===== src/rtl/gesture_i2c_seq_if.sv =====
// Transaction-level handshake between the gesture sequencer and the byte-level I2C master.
// The sequencer uses the master modport; the I2C master (or its model) uses the slave modport.
interface gesture_i2c_seq_if;
    logic       i2c_req;
    logic       i2c_rw;
    logic [7:0] i2c_reg;
    logic [7:0] i2c_wdata;
    logic       i2c_done;
    logic       i2c_nack;
    logic [7:0] i2c_rdata;

    modport master (
        output i2c_req,
        output i2c_rw,
        output i2c_reg,
        output i2c_wdata,
        input  i2c_done,
        input  i2c_nack,
        input  i2c_rdata
    );

    modport slave (
        input  i2c_req,
        input  i2c_rw,
        input  i2c_reg,
        input  i2c_wdata,
        output i2c_done,
        output i2c_nack,
        output i2c_rdata
    );
endinterface


===== src/rtl/gesture_i2c_seq.sv =====
// Gesture sensor sequencer: power-up wait, wake access, table-driven configuration, then gesture polling.
// Optional macro GEST_IRQ_EN replaces timer polling with the sensor's int_n falling edge.
module gesture_i2c_seq #(
    parameter int unsigned WAIT_CYC  = 50000,
    parameter int unsigned CFG_NUM   = 51,
    parameter int unsigned POLL_CYC  = 2500000,
    parameter logic [7:0]  GEST_REG  = 8'h43,
    parameter int unsigned RETRY_MAX = 3
) (
    input  logic                     sys_clk,
    input  logic                     sys_rstn,
`ifdef GEST_IRQ_EN
    input  logic                     int_n,
`endif
    output logic [7:0]               cfg_idx,
    input  logic [15:0]              cfg_data,
    gesture_i2c_seq_if.master        i2c,
    output logic                     cfg_done,
    output logic                     gest_valid,
    output logic [7:0]               gest_code,
    output logic                     err
);

    typedef enum logic [3:0] {
        PWR_WAIT,
        WAKE_REQ,
        WAKE_WAIT,
        WAKE_DLY,
        CFG_FETCH,
        CFG_REQ,
        CFG_WAIT,
        POLL_WAIT,
        READ_REQ,
        READ_WAIT,
        READ_RETRY,
        ERROR
    } state_t;

    localparam logic [31:0] WAIT_LAST = 32'(WAIT_CYC - 1);
    localparam logic [7:0]  CFG_LAST  = 8'(CFG_NUM - 1);
    localparam logic [7:0]  RETRY_LIM = 8'(RETRY_MAX);
`ifndef GEST_IRQ_EN
    localparam logic [31:0] POLL_LAST = 32'(POLL_CYC - 1);
`endif

    state_t      state_q, state_d;
    logic [31:0] cnt_q, cnt_d;
    logic [7:0]  retry_q, retry_d;
    logic [7:0]  cfg_idx_q, cfg_idx_d;
    logic        req_q, req_d;
    logic        rw_q, rw_d;
    logic [7:0]  reg_q, reg_d;
    logic [7:0]  wdata_q, wdata_d;
    logic        cfg_done_q, cfg_done_d;
    logic        gest_valid_q, gest_valid_d;
    logic [7:0]  gest_code_q, gest_code_d;
    logic        err_q, err_d;
`ifdef GEST_IRQ_EN
    logic [2:0]  int_sync_q, int_sync_d;
    logic        pend_q, pend_d;
    logic        irq_fall;
`endif

    always_comb begin
        state_d      = state_q;
        cnt_d        = '0;
        retry_d      = retry_q;
        cfg_idx_d    = cfg_idx_q;
        req_d        = req_q;
        rw_d         = rw_q;
        reg_d        = reg_q;
        wdata_d      = wdata_q;
        cfg_done_d   = cfg_done_q;
        gest_valid_d = 1'b0;
        gest_code_d  = gest_code_q;
        err_d        = err_q;
`ifdef GEST_IRQ_EN
        // Stages [1:0] synchronize int_n; stage [2] is the previous sample for edge detection.
        int_sync_d = {int_sync_q[1:0], int_n};
        irq_fall   = int_sync_q[2] & ~int_sync_q[1];
        pend_d     = pend_q | irq_fall;
`endif

        case (state_q)
            PWR_WAIT: begin
                if (cnt_q == WAIT_LAST) begin
                    state_d = WAKE_REQ;
                    req_d   = 1'b1;
                    rw_d    = 1'b0;
                    reg_d   = 8'h00;
                    wdata_d = 8'h00;
                end else begin
                    cnt_d = cnt_q + 32'd1;
                end
            end
            // The sensor is asleep during the wake access, so its NACK is expected and ignored.
            WAKE_REQ, WAKE_WAIT: begin
                if (i2c.i2c_done) begin
                    state_d = WAKE_DLY;
                    req_d   = 1'b0;
                end else begin
                    state_d = WAKE_WAIT;
                end
            end
            WAKE_DLY: begin
                if (cnt_q == WAIT_LAST) begin
                    state_d   = CFG_FETCH;
                    cfg_idx_d = 8'h00;
                    retry_d   = 8'h00;
                end else begin
                    cnt_d = cnt_q + 32'd1;
                end
            end
            CFG_FETCH: begin
                state_d = CFG_REQ;
                req_d   = 1'b1;
                rw_d    = 1'b0;
                reg_d   = cfg_data[15:8];
                wdata_d = cfg_data[7:0];
            end
            // A NACK retry goes back through CFG_FETCH so i2c_req drops for a cycle between attempts.
            CFG_REQ, CFG_WAIT: begin
                if (i2c.i2c_done) begin
                    req_d = 1'b0;
                    if (!i2c.i2c_nack) begin
                        retry_d = 8'h00;
                        if (cfg_idx_q == CFG_LAST) begin
                            cfg_done_d = 1'b1;
                            state_d    = POLL_WAIT;
                        end else begin
                            cfg_idx_d = cfg_idx_q + 8'd1;
                            state_d   = CFG_FETCH;
                        end
                    end else if (retry_q < RETRY_LIM) begin
                        retry_d = retry_q + 8'd1;
                        state_d = CFG_FETCH;
                    end else begin
                        err_d   = 1'b1;
                        state_d = ERROR;
                    end
                end else begin
                    state_d = CFG_WAIT;
                end
            end
            POLL_WAIT: begin
`ifdef GEST_IRQ_EN
                if (irq_fall || pend_q) begin
                    pend_d  = 1'b0;
`else
                if (cnt_q == POLL_LAST) begin
`endif
                    state_d = READ_REQ;
                    req_d   = 1'b1;
                    rw_d    = 1'b1;
                    reg_d   = GEST_REG;
                    wdata_d = 8'h00;
                    retry_d = 8'h00;
                end else begin
`ifndef GEST_IRQ_EN
                    cnt_d = cnt_q + 32'd1;
`endif
                end
            end
            // A zero result means no gesture, so the last reported code is kept.
            READ_REQ, READ_WAIT: begin
                if (i2c.i2c_done) begin
                    req_d = 1'b0;
                    if (!i2c.i2c_nack) begin
                        retry_d = 8'h00;
                        state_d = POLL_WAIT;
                        if (i2c.i2c_rdata != 8'h00) begin
                            gest_code_d  = i2c.i2c_rdata;
                            gest_valid_d = 1'b1;
                        end
                    end else if (retry_q < RETRY_LIM) begin
                        retry_d = retry_q + 8'd1;
                        state_d = READ_RETRY;
                    end else begin
                        err_d   = 1'b1;
                        state_d = ERROR;
                    end
                end else begin
                    state_d = READ_WAIT;
                end
            end
            READ_RETRY: begin
                state_d = READ_REQ;
                req_d   = 1'b1;
            end
            ERROR: begin
                req_d = 1'b0;
            end
            default: begin
                state_d = PWR_WAIT;
                req_d   = 1'b0;
            end
        endcase
    end

    always_ff @(posedge sys_clk or negedge sys_rstn) begin
        if (!sys_rstn) begin
            state_q      <= PWR_WAIT;
            cnt_q        <= '0;
            retry_q      <= '0;
            cfg_idx_q    <= '0;
            req_q        <= 1'b0;
            rw_q         <= 1'b0;
            reg_q        <= '0;
            wdata_q      <= '0;
            cfg_done_q   <= 1'b0;
            gest_valid_q <= 1'b0;
            gest_code_q  <= '0;
            err_q        <= 1'b0;
`ifdef GEST_IRQ_EN
            int_sync_q   <= 3'b111;
            pend_q       <= 1'b0;
`endif
        end else begin
            state_q      <= state_d;
            cnt_q        <= cnt_d;
            retry_q      <= retry_d;
            cfg_idx_q    <= cfg_idx_d;
            req_q        <= req_d;
            rw_q         <= rw_d;
            reg_q        <= reg_d;
            wdata_q      <= wdata_d;
            cfg_done_q   <= cfg_done_d;
            gest_valid_q <= gest_valid_d;
            gest_code_q  <= gest_code_d;
            err_q        <= err_d;
`ifdef GEST_IRQ_EN
            int_sync_q   <= int_sync_d;
            pend_q       <= pend_d;
`endif
        end
    end

    assign i2c.i2c_req   = req_q;
    assign i2c.i2c_rw    = rw_q;
    assign i2c.i2c_reg   = reg_q;
    assign i2c.i2c_wdata = wdata_q;
    assign cfg_idx       = cfg_idx_q;
    assign cfg_done      = cfg_done_q;
    assign gest_valid    = gest_valid_q;
    assign gest_code     = gest_code_q;
    assign err           = err_q;

endmodule


===== src/flat_wrapper.sv =====
// flat-port wrapper written by rule: the top's interface ports become plain ports
module gesture_i2c_seq_flat 
#(
    parameter int unsigned WAIT_CYC  = 50000,
    parameter int unsigned CFG_NUM   = 51,
    parameter int unsigned POLL_CYC  = 2500000,
    parameter logic [7:0]  GEST_REG  = 8'h43,
    parameter int unsigned RETRY_MAX = 3
)
  (sys_clk, sys_rstn, cfg_idx, cfg_data, cfg_done, gest_valid, gest_code, err, i2c_i2c_req, i2c_i2c_rw, i2c_i2c_reg, i2c_i2c_wdata, i2c_i2c_done, i2c_i2c_nack, i2c_i2c_rdata);
  gesture_i2c_seq_if i2c_i ();
  input  logic sys_clk;
  input  logic sys_rstn;
  output logic [7:0] cfg_idx;
  input  logic [15:0] cfg_data;
  output logic cfg_done;
  output logic gest_valid;
  output logic [7:0] gest_code;
  output logic err;
  output wire logic [$bits(i2c_i.i2c_req)-1:0] i2c_i2c_req;
  output wire logic [$bits(i2c_i.i2c_rw)-1:0] i2c_i2c_rw;
  output wire logic [$bits(i2c_i.i2c_reg)-1:0] i2c_i2c_reg;
  output wire logic [$bits(i2c_i.i2c_wdata)-1:0] i2c_i2c_wdata;
  input wire logic [$bits(i2c_i.i2c_done)-1:0] i2c_i2c_done;
  input wire logic [$bits(i2c_i.i2c_nack)-1:0] i2c_i2c_nack;
  input wire logic [$bits(i2c_i.i2c_rdata)-1:0] i2c_i2c_rdata;
  assign i2c_i2c_req = i2c_i.i2c_req;
  assign i2c_i2c_rw = i2c_i.i2c_rw;
  assign i2c_i2c_reg = i2c_i.i2c_reg;
  assign i2c_i2c_wdata = i2c_i.i2c_wdata;
  assign i2c_i.i2c_done = i2c_i2c_done;
  assign i2c_i.i2c_nack = i2c_i2c_nack;
  assign i2c_i.i2c_rdata = i2c_i2c_rdata;
  gesture_i2c_seq #(.WAIT_CYC(WAIT_CYC), .CFG_NUM(CFG_NUM), .POLL_CYC(POLL_CYC), .GEST_REG(GEST_REG), .RETRY_MAX(RETRY_MAX)) u_core (.sys_clk(sys_clk), .sys_rstn(sys_rstn), .cfg_idx(cfg_idx), .cfg_data(cfg_data), .i2c(i2c_i), .cfg_done(cfg_done), .gest_valid(gest_valid), .gest_code(gest_code), .err(err));
endmodule

===== config.mk =====
export PLATFORM = sky130hd
export DESIGN_NAME = gesture_i2c_seq_flat
export DESIGN_NICKNAME = d
export VERILOG_FILES = /design/src/rtl/gesture_i2c_seq_if.sv /design/src/rtl/gesture_i2c_seq.sv /design/src/flat_wrapper.sv
export SDC_FILE = /design/constraint.sdc
export NUM_CORES = 1
export LEC_CHECK = 0
export ABC_CLOCK_PERIOD_IN_PS = 3000
export CORE_MARGIN = 5
export CORE_UTILIZATION = 54
export DETAILED_ROUTE_END_ITERATION = 10
export PLACE_DENSITY = 0.8
export SYNTH_ARGS = -nofsm -noshare
export SYNTH_HDL_FRONTEND = slang
export SYNTH_SLANG_ARGS = --single-unit

===== constraint.sdc =====
create_clock -name sys_clk -period 3 [get_ports sys_clk]
set_clock_uncertainty 0.2 [all_clocks]
set_input_delay 0.75 -clock sys_clk [delete_from_list [all_inputs] [get_ports sys_clk]]
set_output_delay 0.75 -clock sys_clk [all_outputs]
set_load 0.02 [all_outputs]

* Yosys cells after proc, flatten, opt, wreduce, memory -nomap -nowiden *
Index checks and enable logic that the tools add are counted.

word-level totals
  register bits = 81
  output and inout bits = 37
  word-level logic and storage cells = 101

cells by class
  reduce and logical (&&, ||, !) cells = 20
  bitwise logic cells = 4
  $add $sub $neg = 3
  muxes and demuxes = 38
  $lt $le $gt $ge = 1
  equal/unequal tests = 23

operators by type and width
  cell                                                 number
  two-way mux 8 bit                                    9
  one-hot mux 8 bit (3 select lines)                   3
  two-way mux 32 bit                                   2
  one-hot mux 32 bit (2 select lines)                  1
  one-hot mux 4 bit (9 select lines)                   1
  adder 32 x 1 -> 32 bit (second input constant)       1
  == test 32 x 16 -> 1 bit (second input constant)     1
  == test 32 x 22 -> 1 bit (second input constant)     1
  two-way mux 4 bit                                    8
  AND reduction 4 bit                                  5
  adder 8 x 1 -> 8 bit (second input constant)         2
  == test 4 x 3 -> 1 bit (second input constant)       4
  == test 4 bit (second input constant)                4
  one-hot mux 8 bit (2 select lines)                   1
  two-way mux 1 bit                                    10
  != test 2 x 1 -> 1 bit (second input constant)       5
  AND reduction 5 bit                                  2
  OR reduction 2 bit                                   5
  == test 4 x 2 -> 1 bit (second input constant)       2
  == test 8 x 6 -> 1 bit (second input constant)       1
  < comparator 8 x 2 -> 1 bit (second input constant)  1
  nonzero test 8 bit                                   1
  != test 2 bit (second input constant)                3
  nonzero test 3 bit                                   2
  11 further kinds                                     14

* Depth between registers and ports, before layout *
Gate-level depths: netlist of the first run.

  depth after elaboration = 5
  gate-level depth with buffers = 8

* Worst setup path before layout of the first run *
No wires, ideal clock.

  kind = register -> register
  from = register u_core.cnt_q[21]
  to = register u_core.retry_q[0]
  buffers on the path = 1
  path slack = 465 ps
  setup time = 125 ps
  arrival time = 2210 ps
  clock period less this slack = 2535 ps
  stages on the path, launching flop included = 7
  cell sequence = dfrtp_1 -> or4_1 -> or4_4 -> mux2i_4 -> a21o_1 -> buf_6 -> mux2_4

on the way
  cells in the longest elaborated chain, start to end = 3

RTL lines
  item                                                                         line                                            RTL
  start: declaration                                                           gesture_i2c_seq.sv:47                           logic [31:0] cnt_q, cnt_d;
  start signal: assignment                                                     gesture_i2c_seq.sv:220                          cnt_q <= cnt_d;
  == test 32 x 22 -> 1 bit / == test 32 x 16 -> 1 bit (equally long branches)  gesture_i2c_seq.sv:150, gesture_i2c_seq.sv:106
  != test 2 x 1 -> 1 bit (no source line)                                      --
  AND reduction 5 bit (no source line) *                                       --
  end signal: assignment                                                       gesture_i2c_seq.sv:221                          retry_q <= retry_d;
  end: declaration                                                             gesture_i2c_seq.sv:48                           logic [7:0] retry_q, retry_d;

Mark *: on every way between the ends. The rest lies on a longest branch, timed or not.
A chain may end at the register's enable or synchronous reset.

* Worst setup path in the final report of the first run *
  from = register u_core.cnt_q[18]
  to = register u_core.cnt_q[10]

on the way
  cells in the longest elaborated chain, start to end = 3

RTL lines
  item                                                                         line                                                                   RTL
  == test 32 x 22 -> 1 bit / == test 32 x 16 -> 1 bit (equally long branches)  gesture_i2c_seq.sv:150, gesture_i2c_seq.sv:86, gesture_i2c_seq.sv:106
  two-way mux 32 bit, on equally long branches                                 gesture_i2c_seq.sv:150, gesture_i2c_seq.sv:86, gesture_i2c_seq.sv:106
  one-hot mux 32 bit (2 select lines) *                                        gesture_i2c_seq.sv:84                                                  case (state_q)
  via u_core.cnt_d[10]                                                         gesture_i2c_seq.sv:47

Mark *: on every way through the listed nets, which the timed path passes. The rest lies on a longest branch.

==> out/metrics.yaml, run 1 <==
end_kind: "flip-flop"
setup_violations: 0
cts.hold.buffers_added: 0
hp-class: "input pin to async pin"
post-dp-hpwl_um: 6670
fp.dieH_um: 97.7
ys_warn_count: 0
drc_errors: 0
drtPass1Iterations: 5
largest_register_ffs: 32
slowest_delay_ns: 0.55
min_period_over_period: 0.892
grt_pass1_wl_um: 16300
final_util: 0.674
final_common_cell: "dfrtp_1"
clock-sinks: 81
cts_tree: "done"
syn_inst: 421
grtUsageTotal: 0.203
ir_drop_mv: 0.266
power_uw: 1890
syn_area_um2: 4150
worstPathMaxFanout: 24
synth_edf_count: 0
stdcell_area_um2: 5120
syn_nets: 453
rsz0062_at_grt: "no"
status: "complete, no violations"
grt_pass1_vias: 3346
clk_pin_slew_worst_paths_ns: 0.09
dp_cells: 581
fmax_mhz: 374
insertion_delay_ns: 0.35
slew_headroom: 0.523
routedWlPerCell_um: 15.7
area_delta_synth_final_pct: 23.4
placed_cell_area_um2: 4950
final_nets: 522
via_per_inst: 5.78
powerDensity_nw_per_um2: 369
port-buffer-count: 64
post_cts_resized: 0
io_pins: 65
gr-total-overflow: 0
async_flop_share: 1.00
drv_cap: 0
tns_ns: 0
tightest_slew_ns: 0.715
arrival_ns: 2.71
min_period_ns: 2.68
grt_max_degree: 43
synth_top_area_share: 0.488
antenna_found_initial: 0
rows: 32
htree_num_levels: 3
ant_nets: 0
place.gp.congestion: 0.912
clk_path_buf_depth: 2
path_cells: "or4_1, or4_4, o21ai_1, o31a_2, buf_12, nor2_1"
yosys.area.top_type: "dfrtp_1"
largest-register: "u_core.cnt_q"
slew_violations: 0
avgSynthCellArea_um2: 9.86
final_cell_mix: "81 x dfrtp_1, 63 x clkdlybuf4s50_1, 52 x nor2_1"
vias: 3453
ys_seq_area_frac: 0.488
cts_root_buf: "clkbuf_8"
fp.coreArea_um2: 7610
synth_area_leaders: "dfrtp_1 49%, xnor2_1 5.3%, nor2_1 4.7%"
yosysUniqueCellTypes: 56
crit_required_ns: 3.04
path_class: "flip-flop to flip-flop"
stdcell_count: 597
antenna_cells: 0
post_cts_buffers: 0
cp_slowest_cell: "or4_1"
die_x_um: 97.7
drive_gt1_frac: 0.0929
synthFlopType: "dfrtp_1"
drtIter0Drc: 258
start_util: 0.546
hold_viol_final: 0
leakage_uw: 0.00217
totalWireLength_um: 9370
die_area_um2: 9540
critPathLaunchType: "flip-flop"
cts_made_buffers: 9
ys_ff_latch: 81
==> cell families (layout without fill, tap and decap cells) <==
logic type | count (synthesis) | count (layout) | share of synthesized area
compound gates | 77 | 77 | 0.131
xor+xnor | 30 | 30 | 0.0633
fa+ha+maj | 5 | 5 | 0.0145
buf+inv | 35 | 109 | 0.0353
flops | 81 | 81 | 0.488
mux | 17 | 17 | 0.0491
simple gates | 176 | 176 | 0.219
==> layout make-up <==
type                            instances  area [um2]
Clock buffer                            9         124
Clock inverter                          7        53.8
Fill cell                             588        2480
Inverter                               18        67.6
Multi-Input combinational cell        305        1980
Sequential cell                        81        2030
Tap cell                              102         128
Timing Repair Buffer                   75         746
==> synthesized netlist by cell type (6+ instances only) <==
| master | n |
|---|---|
| nor3_1 | 11 |
| a211oi_1 | 9 |
| dfrtp_1 | 81 |
| nor4_1 | 18 |
| nor2b_1 | 8 |
| buf_2 | 6 |
| inv_1 | 17 |
| a22o_1 | 13 |
| and3_1 | 10 |
| a21oi_1 | 14 |
| nand4_1 | 13 |
| nand2_1 | 28 |
| nand3_1 | 18 |
| xnor2_1 | 25 |
| mux2_2 | 9 |
| o21ai_0 | 8 |
| nor2_1 | 52 |
| clkbuf_1 | 8 |
==> metrics by stage <==
step           hold slack, ns  worst slack (ns)
6_report                0.163             0.323
5_1_grt                 0.196             0.183
4_1_cts                 0.171             0.329
3_5_place_dp            0.267             0.253
3_3_place_gp            0.250             0.277
2_1_floorplan           0.248             0.465
==> per-layer routing <==
layer,wire [um],global-route usage,up-vias
met5,0,0,-
met4,111,0.0586,0
met3,328,0.0302,9
met2,4520,0.317,81
met1,4410,0.295,1686
li1,-,-,1677
==> report_power, final <==
| group | switching, uW | internal [uW] |
|---|---|---|
| combinational | 34.3 | 37.4 |
| sequential | 2.53 | 1090 |
| clock | 416 | 306 |
| total | 453 | 1440 |
==> critical path, delay by kind of cell, from the launching register on <==
kind            cells  cell delay, ns
simple gates        3            1.16
compound gates      2            0.54
flops               1            0.46
buf+inv             1            0.20
==> final timing paths <==
check,slack (ns),end,startpoint,cells past startpoint
max in group asynchronous,1.84,u_core.cnt_q[10],sys_rstn,2
min in group sys_clk,0.28,u_core.cnt_q[0],u_core.cnt_q[0],1
hold reg to reg,0.28,u_core.cnt_q[0],u_core.cnt_q[0],1
setup reg to reg,0.32,u_core.cnt_q[10],u_core.cnt_q[18],6
setup / recovery,0.32,u_core.cnt_q[10],u_core.cnt_q[18],6
hold / removal,0.16,u_core.i2c.i2c_wdata[6],sys_rstn,1
(Power assumes the default switching activity.)
==> run 2, diff against run 1 <==
- CELL_PAD_IN_SITES_DETAIL_PLACEMENT: unset -> 2
- CELL_PAD_IN_SITES_GLOBAL_PLACEMENT: unset -> 2
- CORE_UTILIZATION: 54 -> 34
- PLACE_DENSITY: 0.8 -> unset
- PLACE_DENSITY_LB_ADDON: unset -> 0.1
==> run 2 against run 1 <==
Effect of this change: power rose by 26%; die area increased by 52%; routed wire length up 39%; critical path depth fell by 1; sequential power barely moved; global-route usage down 1.6 points; sequential share of layout area is 1.6 points lower; final cell count up 8.2%; via count rose by 3.4%; register-to-register slack hardly changed.
==> out/metrics.yaml, run 2 (synthesis gave the netlist of run 1 again) <==
status: "complete, no violations"
clk_path_buf_depth: 2  # unchanged
cts.hold.buffers_added: 0  # unchanged
stdcell_count: 646  # +8.2%
hp-class: "input pin to async pin"
use_met1: 0.231  # -0.0639
use_met3: 0.0313  # +0.00119
drtIter0Drc: 115  # -55%
dp_cells: 631  # +8.6%
insertion_delay_ns: 0.35  # about the same
startpoint: "u_core.cnt_q[21]"
cts_root_buf: "clkbuf_16"
rsz0062_at_grt: "no"
antenna_found_initial: 0  # unchanged
final.fill_count: 1296  # +120%
grt_busiest_layer: "met2"
grtUsageTotal: 0.188  # -0.0156
drtPass1Iterations: 4  # -1
slew_headroom: 0.449  # -0.0744
power_uw: 2380  # +26%
r2r_setup_slack_ns: 0.33  # about the same
area_delta_synth_final_pct: 28.7
tns_ns: 0  # unchanged
antenna_cells: 0  # unchanged
via_per_inst: 5.53  # -4.4%
cts_tree: "done"
final_cell_mix: "81 x dfrtp_1, 63 x clkdlybuf4s50_1, 52 x nor2_1"
drive_gt1_frac: 0.100  # +0.00727
fp.coreArea_um2: 12000  # +58%
fin_ws_ns: 0.333  # +0.0105 ns
fp.dieH_um: 121  # +23%
reg2reg_depth: 5  # -1
end_kind: "flip-flop"
min_period_over_period: 0.889  # -0.00350
post_cts_resized: 0  # unchanged
rows: 40  # +25%
post-dp-hpwl_um: 9390  # +41%
die_x_um: 121  # +23%
hold_viol_final: 0  # unchanged
fmax_mhz: 375  # +0.39%
start_util: 0.346  # -0.200
largest_register_ffs: 32  # unchanged
final_nets: 527  # +0.96%
use_met2: 0.335  # +0.0173
crit_required_ns: 3.03  # about the same
io_pins: 65  # unchanged
critPathLaunchType: "flip-flop"
cts_made_buffers: 9  # unchanged
leakage_uw: 0.00226  # +4.6%
slew_violations: 0  # unchanged
port-buffer-count: 64  # unchanged
worstPathMaxFanout: 6  # -75%
arrival_ns: 2.70  # about the same
vias: 3571  # +3.4%
die_area_um2: 14500  # +52%
drv_cap: 0  # unchanged
drc_errors: 0  # unchanged
powerDensity_nw_per_um2: 445  # +21%
totalWireLength_um: 13000  # +39%
final_util: 0.445  # -0.229
grt_max_degree: 35  # -19%
htree_num_levels: 3  # unchanged
post_cts_buffers: 0  # unchanged
gr-total-overflow: 0  # unchanged
place.gp.congestion: 0.798  # -13%
grt_pass1_wl_um: 21500  # +32%
clk_pin_slew_worst_paths_ns: 0.07  # -0.02 ns
regToRegEndpoint: "u_core.retry_q[0]"
clock-sinks: 81  # unchanged
path_class: "flip-flop to flip-flop"
dp_slack_ns: 0.157  # -0.0957 ns
min_period_ns: 2.67  # -0.0105 ns
setup_violations: 0  # unchanged
crit_end: "u_core.retry_q[0]"
ir_drop_mv: 0.331  # +25%
crit-reg2reg-launch: "u_core.cnt_q[21]"
ant_nets: 0  # unchanged
largest-register: "u_core.cnt_q"
final_common_cell: "dfrtp_1"
grt_pass1_vias: 3983  # +19%
tightest_slew_ns: 0.826  # +0.112 ns
routedWlPerCell_um: 20.2  # +29%
[run 2: cell count changes in the layout (fill, tap and decap cells not counted), moves of 2 or more]
cell	previous run	this run
buf_4	10	16
bufinv_16	0	2
clkbuf_16	0	9
clkbuf_8	9	1
clkinvlp_4	3	0
[run 2: layout make-up]
| type | count | area [um2] | share of cell area |
|---|---|---|---|
| multi-input combinational | 305 | 1980 | 0.370 |
| clock inverter | 5 | 78.8 | 0.0147 |
| inverter | 18 | 67.6 | 0.0126 |
| clock buffer | 10 | 239 | 0.0447 |
| timing repair buffer | 80 | 771 | 0.144 |
| tap | 147 | 184 | 0.0344 |
| sequential | 81 | 2030 | 0.379 |
[run 2: through the flow]
stage	hold WS, ns	area, um2
finish	0.149	5350
global route	0.183	5350
CTS	0.162	5350
detailed placement	0.255	5030
global placement	0.245	5030
floorplan	0.248	4150
[run 2: worst min-delay path by stage]
stage	from	slack [ns]	end
CTS	sys_rstn	0.16	u_core.retry_q[0]
detailed placement	u_core.err	0.25	u_core.err
finish	sys_rstn	0.15	u_core.err
global route	sys_rstn	0.18	u_core.retry_q[0]
floorplan	sys_rstn	0.25	u_core.cfg_done
global placement	u_core.err	0.25	u_core.err
[run 2: power breakdown]
part / leakage (uW) / total [uW] / switching, uW / internal [uW]
clock network: 0.000159 / 1210 / 461 / 747
logic: 0.00104 / 75.4 / 37.1 / 38.3
registers: 0.00107 / 1100 / 2.57 / 1090
[run 2: layer usage]
metal	wire, um	vias up
li1	-	1672
met1	5650	1850
met2	6940	33
met3	259	16
met4	192	0
met5	0	-
[run 2: worst max-delay path: stages (launching register included)]
cell and delay, ns:
dfrtp_1 0.41, or4_1 0.55, or4_4 0.55, mux2i_4 0.25, a21o_1 0.28, mux2_4 0.32
==> run 3, diff against run 2 <==
- RECOVER_POWER: unset -> 25
==> run 3 against run 2 <==
Effect of this change: the run now ends with capacitance limit, slew limit left; non-clock buffer count did not move; final cell count did not move; clock power barely moved; sequential share of layout area barely moved; combinational power fell by 0.5%; flip-flop and latch count did not move; via count did not move; sequential power barely moved; utilization barely moved; critical path type unchanged.
==> out/metrics.yaml, run 3 (synthesis gave the netlist of run 1 again) <==
status: "complete, but fails checks"
violations: "capacitance limit, slew limit"
crit-reg2reg-launch: "u_core.cnt_q[21]"
wl_met1_um: 5650  # about the same
drtPass1Iterations: 4  # unchanged
clkPwrFrac: 0.508  # about the same
port-buffer-count: 64  # unchanged
slew_violations: 32  # +32
hp-start: "u_core.err"
startpoint: "u_core.cnt_q[21]"
insertion_delay_ns: 0.35  # about the same
cellInternalPower_uw: 1880  # about the same
drv_cap: 1  # +1
place.gp.congestion: 0.798  # unchanged
wl_met3_um: 258  # -0.39%
io_pins: 65  # unchanged
seqPwrFrac: 0.461  # about the same
largest-register: "u_core.cnt_q"
clk_pin_slew_worst_paths_ns: 0.07  # about the same
ir_drop_mv: 0.331  # unchanged
arrival_ns: 2.70  # about the same
drive_gt1_frac: 0.0982  # -0.00200
final.fill_count: 1298  # +0.15%
clock-sinks: 81  # unchanged
highest_layer: "met4"
dp_cells: 631  # unchanged
drtIter0Drc: 118  # +2.6%
cts_tree: "done"
grt_max_degree: 35  # unchanged
grt_pass1_wl_um: 21500  # unchanged
worstPathMaxFanout: 6  # unchanged
drc_errors: 0  # unchanged
final_nets: 527  # unchanged
stdcell_count: 646  # unchanged
vias: 3571  # unchanged
powerDensity_nw_per_um2: 446  # about the same
sw_frac_of_total: 0.210  # about the same
grt_pass1_vias: 3983  # unchanged
gr-total-overflow: 0  # unchanged
fmax_mhz: 375  # about the same
clk_path_buf_depth: 2  # unchanged
hp-class: "flip-flop to flip-flop"
critPathLaunchType: "flip-flop"
wl_met2_um: 6930  # about the same
grtUsageTotal: 0.188  # unchanged
tightest_slew_ns: 1.94  # +1.12 ns
leakage_uw: 0.00226  # -0.16%
path_class: "flip-flop to flip-flop"
crit_required_ns: 3.03  # about the same
post-dp-hpwl_um: 9390  # unchanged
totalWireLength_um: 13000  # about the same
area_delta_synth_final_pct: 28.7  # about the same
routedWlPerCell_um: 20.2  # about the same
setup_violations: 0  # unchanged
antenna_found_initial: 0  # unchanged
largest_register_ffs: 32  # unchanged
final_common_cell: "dfrtp_1"
fp.dieH_um: 121  # unchanged
final_cell_mix: "81 x dfrtp_1, 63 x clkdlybuf4s50_1, 52 x nor2_1"
die_area_um2: 14500  # unchanged
cts.hold.buffers_added: 0  # unchanged
die_x_um: 121  # unchanged
ant_nets: 0  # unchanged
post_cts_resized: 0  # unchanged
via_per_inst: 5.53  # unchanged
post_cts_buffers: 0  # unchanged
antenna_cells: 0  # unchanged
rows: 40  # unchanged
htree_num_levels: 3  # unchanged
start_util: 0.346  # unchanged
cts_root_buf: "clkbuf_16"
end_kind: "flip-flop"
slew_headroom: -0.296  # -0.745
min_period_over_period: 0.889  # about the same
fp.coreArea_um2: 12000  # unchanged
rsz0062_at_grt: "no"
power.switching_uw: 501  # about the same
min_period_ns: 2.67  # -0.000849 ns
hold_viol_final: 0  # unchanged
tns_ns: 0  # unchanged
cts_made_buffers: 9  # unchanged
combinationalPowerShare: 0.032  # about the same
-- run 3: critical path: stages (launching register included) --
cell and delay (ns):
dfrtp_1 0.41, or4_1 0.55, or4_4 0.55, mux2i_4 0.25, a21o_1 0.28, mux2_4 0.32
-- run 3: layout make-up --
type                    instances  area (um2)  area share
clock buffers                  10         239      0.0447
clock inverters                 5        78.8      0.0148
inverters                      18        67.6      0.0126
multi-input cells             305        1980       0.370
flip-flops and latches         81        2030       0.379
well taps                     147         184      0.0344
repair buffers                 80         767       0.144
-- run 3: power by group through the flow --
stage / Combinational, uW / Clock, uW / Sequential [uW]
2_1_floorplan: 7.66 / 0 / 1120
3_3_place_gp: 76.5 / 0 / 1120
3_5_place_dp: 77.8 / 0 / 1120
4_1_cts: 78.6 / 1240 / 1100
5_1_grt: 83.8 / 1290 / 1100
6_report: 75.0 / 1210 / 1100
-- run 3: final timing paths --
path	slack, ns	cells past startpoint	end
setup reg to reg	0.33	5	u_core.retry_q[0]
min in group asynchronous	0.74	1	u_core.err
setup / recovery	0.33	5	u_core.retry_q[0]
max in group asynchronous	0.73	2	u_core.gest_code[4]
hold reg to reg	0.27	1	u_core.err
hold / removal	0.27	1	u_core.err
-- run 3: metrics by stage --
stage / util / power [uW] / worst slack [ns] / cell area, um2 / hold WS, ns
global route: 0.445 / 2470 / 0.194 / 5340 / 0.305
floorplan: - / 1120 / 0.465 / 4150 / 0.248
global placement: 0.419 / 1190 / 0.251 / 5030 / 0.245
detailed placement: 0.419 / 1200 / 0.157 / 5030 / 0.255
CTS: 0.445 / 2420 / 0.320 / 5350 / 0.162
finish: 0.445 / 2380 / 0.334 / 5340 / 0.267
-- run 3: metal layers --
metal,vias to the layer above,global-route usage
li1,1672,-
met1,1850,0.231
met2,33,0.335
met3,16,0.0313
met4,0,0.0588
met5,-,0
